<file path="src/rtl/fifo_read_stream.sv">
// Purpose: read-side drain of the async FIFO; turns registered-port reads into a FWFT valid/ready stream.
// Latency: read_out in cycle N -> word captured end of N+1 -> m_valid_out with that word in N+2.
// Backpressure: 3-entry prefetch buffer; reads are issued only while buffered + in-flight words < 3.
module fifo_read_stream #(
    parameter int WIDTH = 8
) (
    input  logic             clk_in,
    input  logic             rst_in,
    input  logic             empty_in,
    output logic             read_out,
    input  logic [WIDTH-1:0] data_read_in,
    output logic             m_valid_out,
    output logic [WIDTH-1:0] m_data_out,
    input  logic             m_ready_in,
    output logic [1:0]       count_out
);

    typedef logic [1:0] ptr_t;

    // Pointers wrap 0 -> 1 -> 2 -> 0.
    function automatic ptr_t ptr_inc(input ptr_t p);
        return (p == 2'd2) ? 2'd0 : p + 2'd1;
    endfunction

    logic [WIDTH-1:0] mem_q [3];
    ptr_t             head_q;
    ptr_t             tail_q;
    logic [1:0]       count_q;
    logic [1:0]       count_d;
    logic             pending_q;
    logic [2:0]       credit_used;
    logic             push;
    logic             pop;

    // Slots already spoken for: words held plus the word still on its way from the FIFO.
    assign credit_used = {1'b0, count_q} + {2'b0, pending_q};

    // Issue depends on registered state and empty_in only, never on m_ready_in,
    // so the consumer's ready never reaches the FIFO read strobe combinationally.
    assign read_out = !rst_in && !empty_in && (credit_used < 3'd3);

    // The word read last cycle is on data_read_in now and is always kept,
    // even if empty_in has risen since the read was issued.
    assign push = pending_q;
    assign pop  = m_valid_out && m_ready_in;

    assign m_valid_out = (count_q != 2'd0);
    assign m_data_out  = mem_q[head_q];
    assign count_out   = count_q;

    // Occupancy: simultaneous push and pop cancel out.
    always_comb begin
        count_d = count_q;
        case ({push, pop})
            2'b10:   count_d = count_q + 2'd1;
            2'b01:   count_d = count_q - 2'd1;
            default: count_d = count_q;
        endcase
    end

    // Track the outstanding FIFO read (registered read port has one cycle of latency).
    always_ff @(posedge clk_in or posedge rst_in) begin
        if (rst_in) begin
            pending_q <= 1'b0;
        end else begin
            pending_q <= read_out;
        end
    end

    // Ring pointers and occupancy.
    always_ff @(posedge clk_in or posedge rst_in) begin
        if (rst_in) begin
            head_q  <= 2'd0;
            tail_q  <= 2'd0;
            count_q <= 2'd0;
        end else begin
            if (push) begin
                tail_q <= ptr_inc(tail_q);
            end
            if (pop) begin
                head_q <= ptr_inc(head_q);
            end
            count_q <= count_d;
        end
    end

    // Capture the arriving word at the tail. With count = 1 and push+pop together,
    // tail != head, so the word being popped is never the slot being written.
    always_ff @(posedge clk_in or posedge rst_in) begin
        if (rst_in) begin
            for (int i = 0; i < 3; i++) begin
                mem_q[i] <= '0;
            end
        end else if (push) begin
            mem_q[tail_q] <= data_read_in;
        end
    end

endmodule

</file>
<file path="config.mk">
export PLATFORM = sky130hd
export DESIGN_NAME = fifo_read_stream
export DESIGN_NICKNAME = d
export VERILOG_FILES = /design/src/rtl/fifo_read_stream.sv
export SDC_FILE = /design/constraint.sdc
export NUM_CORES = 1
export LEC_CHECK = 0
export ABC_CLOCK_PERIOD_IN_PS = 2200
export CELL_PAD_IN_SITES_DETAIL_PLACEMENT = 0
export CELL_PAD_IN_SITES_GLOBAL_PLACEMENT = 1
export CORE_MARGIN = 1.5
export CORE_UTILIZATION = 28
export CTS_BUF_LIST = sky130_fd_sc_hd__clkbuf_4
export DETAILED_ROUTE_END_ITERATION = 10
export PLACE_DENSITY = 0.57
export SYNTH_ARGS = -nofsm -noshare
export SYNTH_HDL_FRONTEND = slang
export SYNTH_SLANG_ARGS = --single-unit
</file>
<file path="constraint.sdc">
create_clock -name clk_in -period 2.2 [get_ports clk_in]
set_input_delay 0.44 -clock clk_in [delete_from_list [all_inputs] [get_ports clk_in]]
set_output_delay 0.44 -clock clk_in [all_outputs]
set_load 0.05 [all_outputs]
</file>
==> qor.yml <==
worst_setup_path:
  path_max_fanout: 4
  crit_path_start_kind: "register"
  arrival_ns: 1.72
  critPathCaptureType: "primary output"
  required_ns: 1.76
  regToRegSetupSlack_ns: 0.44
  worstSetupPathType: "reg2out"
floorplan:
  initial_core_util_pct: 29.7
  die_h_um: 74.4
  die_w_um: 74.4
  design.portCount: 24
  die_area_mm2: 0.00554
  coreArea_mm2: 0.00482
  rows: 25
logic_synthesis:
  ys.flop_type: "dfrtp_1"
  synth_most_common_cell: "dfrtp_1"
  synth_cell_types: 25
  yosysWarnings: 0
  synth-async-reset-ratio_pct: 100
  synth_top_cell_area_share_pct: 54.3
  yosys.area.top_type: "dfrtp_1"
  postSynthCellCount: 108
  yosysSeqAreaShare_pct: 54.3
  synth_edf_count: 0
  syn_area_per_cell_um2: 13.2
  synth_area_mm2: 0.00143
  synthTopCellsByArea: "dfrtp_1 54%, mux2_2 13%, mux2_4 8.4%, mux2i_1 5.6%, o22ai_1 3.5%"
  ys_ff_latch: 31
  syn_nets: 123
  synthTopCellsByCount: "31 x dfrtp_1, 16 x mux2_2"
timing:
  clock.fmax_mhz: 464
  fin_crit_sh_pct: 98.0
  period_minus_slack_ns: 2.16
  tightestPinTransition_ns: 0.603
  rsz0062_at_grt: "yes"
  clock_skew_ns: 0.00884
  finalHoldViolations: 0
  slew_headroom_pct: 59.8
  slew_viol_final: 0
  finalSetupViolations: 0
layout:
  drive_gt1_share_pct: 39.7
  fillers: 464
  diodes: 0
  area_growth_pct: 37.3
  multi_input_area_um2: 649
  seqCellArea_um2: 778
  fin_nets: 157
  fin_area_mm2: 0.00196
  finish.utilization_pct: 40.7
drt:
  drtPass1Iterations: 4
  wl_um: 2910
  ant_nets: 0
  viasPerCell: 4.56
  routedWlPerCell_um: 14.0
  num_vias: 949
  drc: 0
  drt_iter0_markers: 41
grt:
  antenna_found_initial: 0
  grt_pass1_wl_um: 4930
  use_met2_pct: 18.8
  grt.total_usage_pct: 12.2
  overflow: 0
  grt_start_max_net_pins: 32
  grt_pass1_vias: 1035
  grt_util_met3_pct: 3.79
  use_met1_pct: 15.4
  grt.busiest_layer: "met2"
place:
  placed_area_mm2: 0.00188
  numPortBuffers: 23
  hpwl_um: 1980
  gp_congestion: 0.658
outcome:
  status: "complete, no violations"
cts:
  cts.sinks: 31
  cts_buffer_depth: 2
  cts.htree.levels: 2
  cts_tree: "done"
  numCtsBuffers: 5
  root_buffer: "clkbuf_4"
  clk_pin_slew_ns: 0.08
  cts_hold_buf: 0
  clk_latency_ns: 0.32
worst_hold_path:
  hold_path_class: "reg2reg"
run:
  maxCapViolCount: 0
-- through the flow --
| stage | setup slack (ns) | hold WS, ns | std cells | setup TNS (ns) |
|---|---|---|---|---|
| CTS | -0.0553 | 0.513 | 206 | -0.0553 |
| global placement | 0.305 | 0.487 | 199 | 0 |
| global route | -0.0484 | 0.524 | 208 | -0.0484 |
| finish | 0.0436 | 0.509 | 208 | 0 |
| floorplan | 0.00290 | 0.479 | 108 | 0 |
| detailed placement | 0.268 | 0.493 | 199 | 0 |
-- placed cells by master, fill, tap and decap left out, types with 2 or more instances in the layout --
master and n:
a21o_1 2, buf_12 9, buf_4 9, clkbuf_4 6, clkdlybuf4s50_1 13, dfrtp_1 29
dfrtp_2 2, ha_4 2, inv_1 4, mux2_2 16, mux2_4 8, mux2i_1 8
nand2_1 8, o21ai_0 3, o22ai_1 8, xnor2_1 2
-- logic make-up after synthesis --
kind of cell               after synthesis  share of synthesized area [%]
AOI/OAI and AO/OA                       14                           6.22
xor gates and xnor gates                 3                           1.84
DFF                                     31                           54.3
buffers and inverters                   10                           3.33
adders and majority gates                3                           2.63
muxes                                   32                           26.6
and+or+nand+nor                         15                           5.08
-- worst paths after layout --
path | depth (start not counted) | start | endpoint
worst max register to register | 5 | count_out[1]$_DFFE_PP0P_ | count_out[1]$_DFFE_PP0P_
worst min-delay path | 1 | mem_q[19]$_DFFE_PP0P_ | mem_q[19]$_DFFE_PP0P_
worst min register to register | 1 | mem_q[19]$_DFFE_PP0P_ | mem_q[19]$_DFFE_PP0P_
max in group asynchronous | 3 | rst_in | count_out[0]$_DFFE_PP0P_
min in group asynchronous | 3 | rst_in | pending_q$_DFF_PP0_
worst max-delay path | 4 | pending_q$_DFF_PP0_ | read_out
-- metal layers --
layer	vias to the layer above	wire, um
li1	447	-
met1	475	1330
met2	21	1390
met3	6	136
met4	0	51
met5	-	0
-- area by class of cell --
cell class              instances  area share, %
clock buffers                   6           2.30
inverters                       5          0.957
multi-input cells              67           33.1
flip-flops and latches         31           39.7
well taps                      67           4.27
repair buffers                 32           19.7
-- repair_timing --
| item | 4_1_cts | 5_1_grt |
|---|---|---|
| cloned | 0 | 0 |
| pin swaps | 1 | 1 |
| endpoints found under the setup margin | 2 | 1 |
| buffers inserted | 1 | 2 |
| gates resized for setup | 2 | 1 |
-- critical path, stage by stage, from the launching register on --
cell	delay, ns
dfrtp_2	0.45
ha_4	0.18
ha_4	0.21
a2111oi_4	0.37
buf_12	0.19
-- sequential cells by signal (all words and copies together), names as in the netlist --
| register | flops |
|---|---|
| count_out | 2 |
| head_q | 2 |
| tail_q | 2 |
| pending_q | 1 |
| mem_q | 24 |
Power is left out: the tool's default activity adds up to more than one toggle a clock period on the data nets, which glitch-free logic cannot reach.
==> edit (same settings) <==
Put one more register stage on the output `count_out`, with the module's reset. The value now appears one clock later. The other outputs are not delayed to match.
--- a/src/rtl/fifo_read_stream.sv
+++ b/src/rtl/fifo_read_stream.sv
@@ -48,3 +48,9 @@
     assign m_data_out  = mem_q[head_q];
-    assign count_out   = count_q;
+    always_ff @(posedge clk_in or posedge rst_in) begin
+        if (rst_in) begin
+            count_out <= '0;
+        end else begin
+            count_out <= count_q;
+        end
+    end
 
Formal check against the unedited RTL: not equivalent (Yosys sat finds a counterexample within 4 cycles, from zero or initial values and one cycle with rst_in high).
==> edit against the unedited design <==
- setup slack lost 0.0060 ns
- highest routed layer unchanged
- critical path type unchanged
- final area up 2.6%
- sequential cell count up 2
- routed wire length increased by 6.6%
- worst hold slack gained 0.0052 ns
- largest cell class unchanged
- synthesized cell count did not move
- clock skew fell by 0.0057 ns
- area after synthesis grew 2.6%
- count of clock-buffer cells in the layout is 1 lower
- final cell count up 3.4%
- sequential share of layout area rose by 1.4 points
==> edit: results <==
{
  "fin_skew_ns": 0.00310,
  "synth_xor_area_share_pct": 1.79,
  "cp_slowest_cell": "dfrtp_1",
  "synth_commonest_cells": "33 x dfrtp_1, 17 x mux2_2, 10 x o21ai_0",
  "synth_adder_area_share_pct": 2.56,
  "drive_gt1_share_pct": 40.0,
  "grt_max_degree": 34,
  "yosysSeqAreaShare_pct": 56.3,
  "grt_pass1_vias": 975,
  "drt-wirelength-per-cell_microns": 14.4,
  "worstMarginPinSlew_ns": 0.606,
  "grt_pass1_wl_microns": 4840,
  "track_usage_pct": 12.2,
  "stdcell_count": 215,
  "yosysUniqueCellTypes": 24,
  "synth_compound_area_share_pct": 5.03,
  "slowest_delay_ns": 0.43,
  "cts-root-buf": "clkbuf_4",
  "drt_iter0_markers": 57,
  "gp_congestion": 0.660,
  "pre_cts_slack_ns": 0.169,
  "outcome": "finished, final reports clean",
  "synth_mux_area_share_pct": 26.7,
  "place_area_sq_um": 1910,
  "viasPerCell": 4.44,
  "final_nets": 159
}
edit: final timing paths:
kind	startpoint	to	slack, ns	cells past startpoint
setup / recovery	pending_q$_DFF_PP0_	read_out	0.04	4
min in group asynchronous	rst_in	pending_q$_DFF_PP0_	0.58	3
setup reg to reg	count_q[0]$_DFFE_PP0P_	count_q[1]$_DFFE_PP0P_	0.29	8
hold reg to reg	mem_q[13]$_DFFE_PP0P_	mem_q[13]$_DFFE_PP0P_	0.51	1
max in group asynchronous	rst_in	count_q[0]$_DFFE_PP0P_	1.29	3
hold / removal	mem_q[13]$_DFFE_PP0P_	mem_q[13]$_DFFE_PP0P_	0.51	1
edit: repair_timing:
action / CTS / global route
resized for setup: 5 / 0
gates cloned: 0 / 0
pin swaps: 1 / 0
hold buffers: 0 / 0
endpoints found under the setup margin: 3 / 1
buffers inserted: 4 / 0
edit: layout make-up:
| class | instances | area (sq um) |
|---|---|---|
| clock buffer | 5 | 37.5 |
| clock inverter | 3 | 12.5 |
| fill | 505 | 3060 |
| inverter | 4 | 15.0 |
| multi-input combinational | 67 | 638 |
| sequential | 33 | 827 |
| tap | 70 | 87.6 |
| timing repair buffer | 33 | 394 |
edit: logic make-up after synthesis:
logic type                 Yosys count
adders and majority gates            3
and+or+nand+nor                     15
AOI/OAI and AO/OA                   13
DFF                                 33
muxes                               33
buffers and inverters                8
xor gates and xnor gates             3
edit: power breakdown:
group / switching, uW / internal [uW] / leakage, uW
registers: 171 / 910 / 0.000391
logic: 1110 / 1080 / 0.000469
clock network: 206 / 116 / 0.0000300
total: 1490 / 2110 / 0.000890
edit: metal layers:
layer  share of wire [%]  track usage, %  wire length, microns
met5                   0               0                     0
met4                 1.9            5.36                    59
met3                 3.2            4.10                    99
met2                  51            20.3                  1580
met1                  44            14.5                  1360
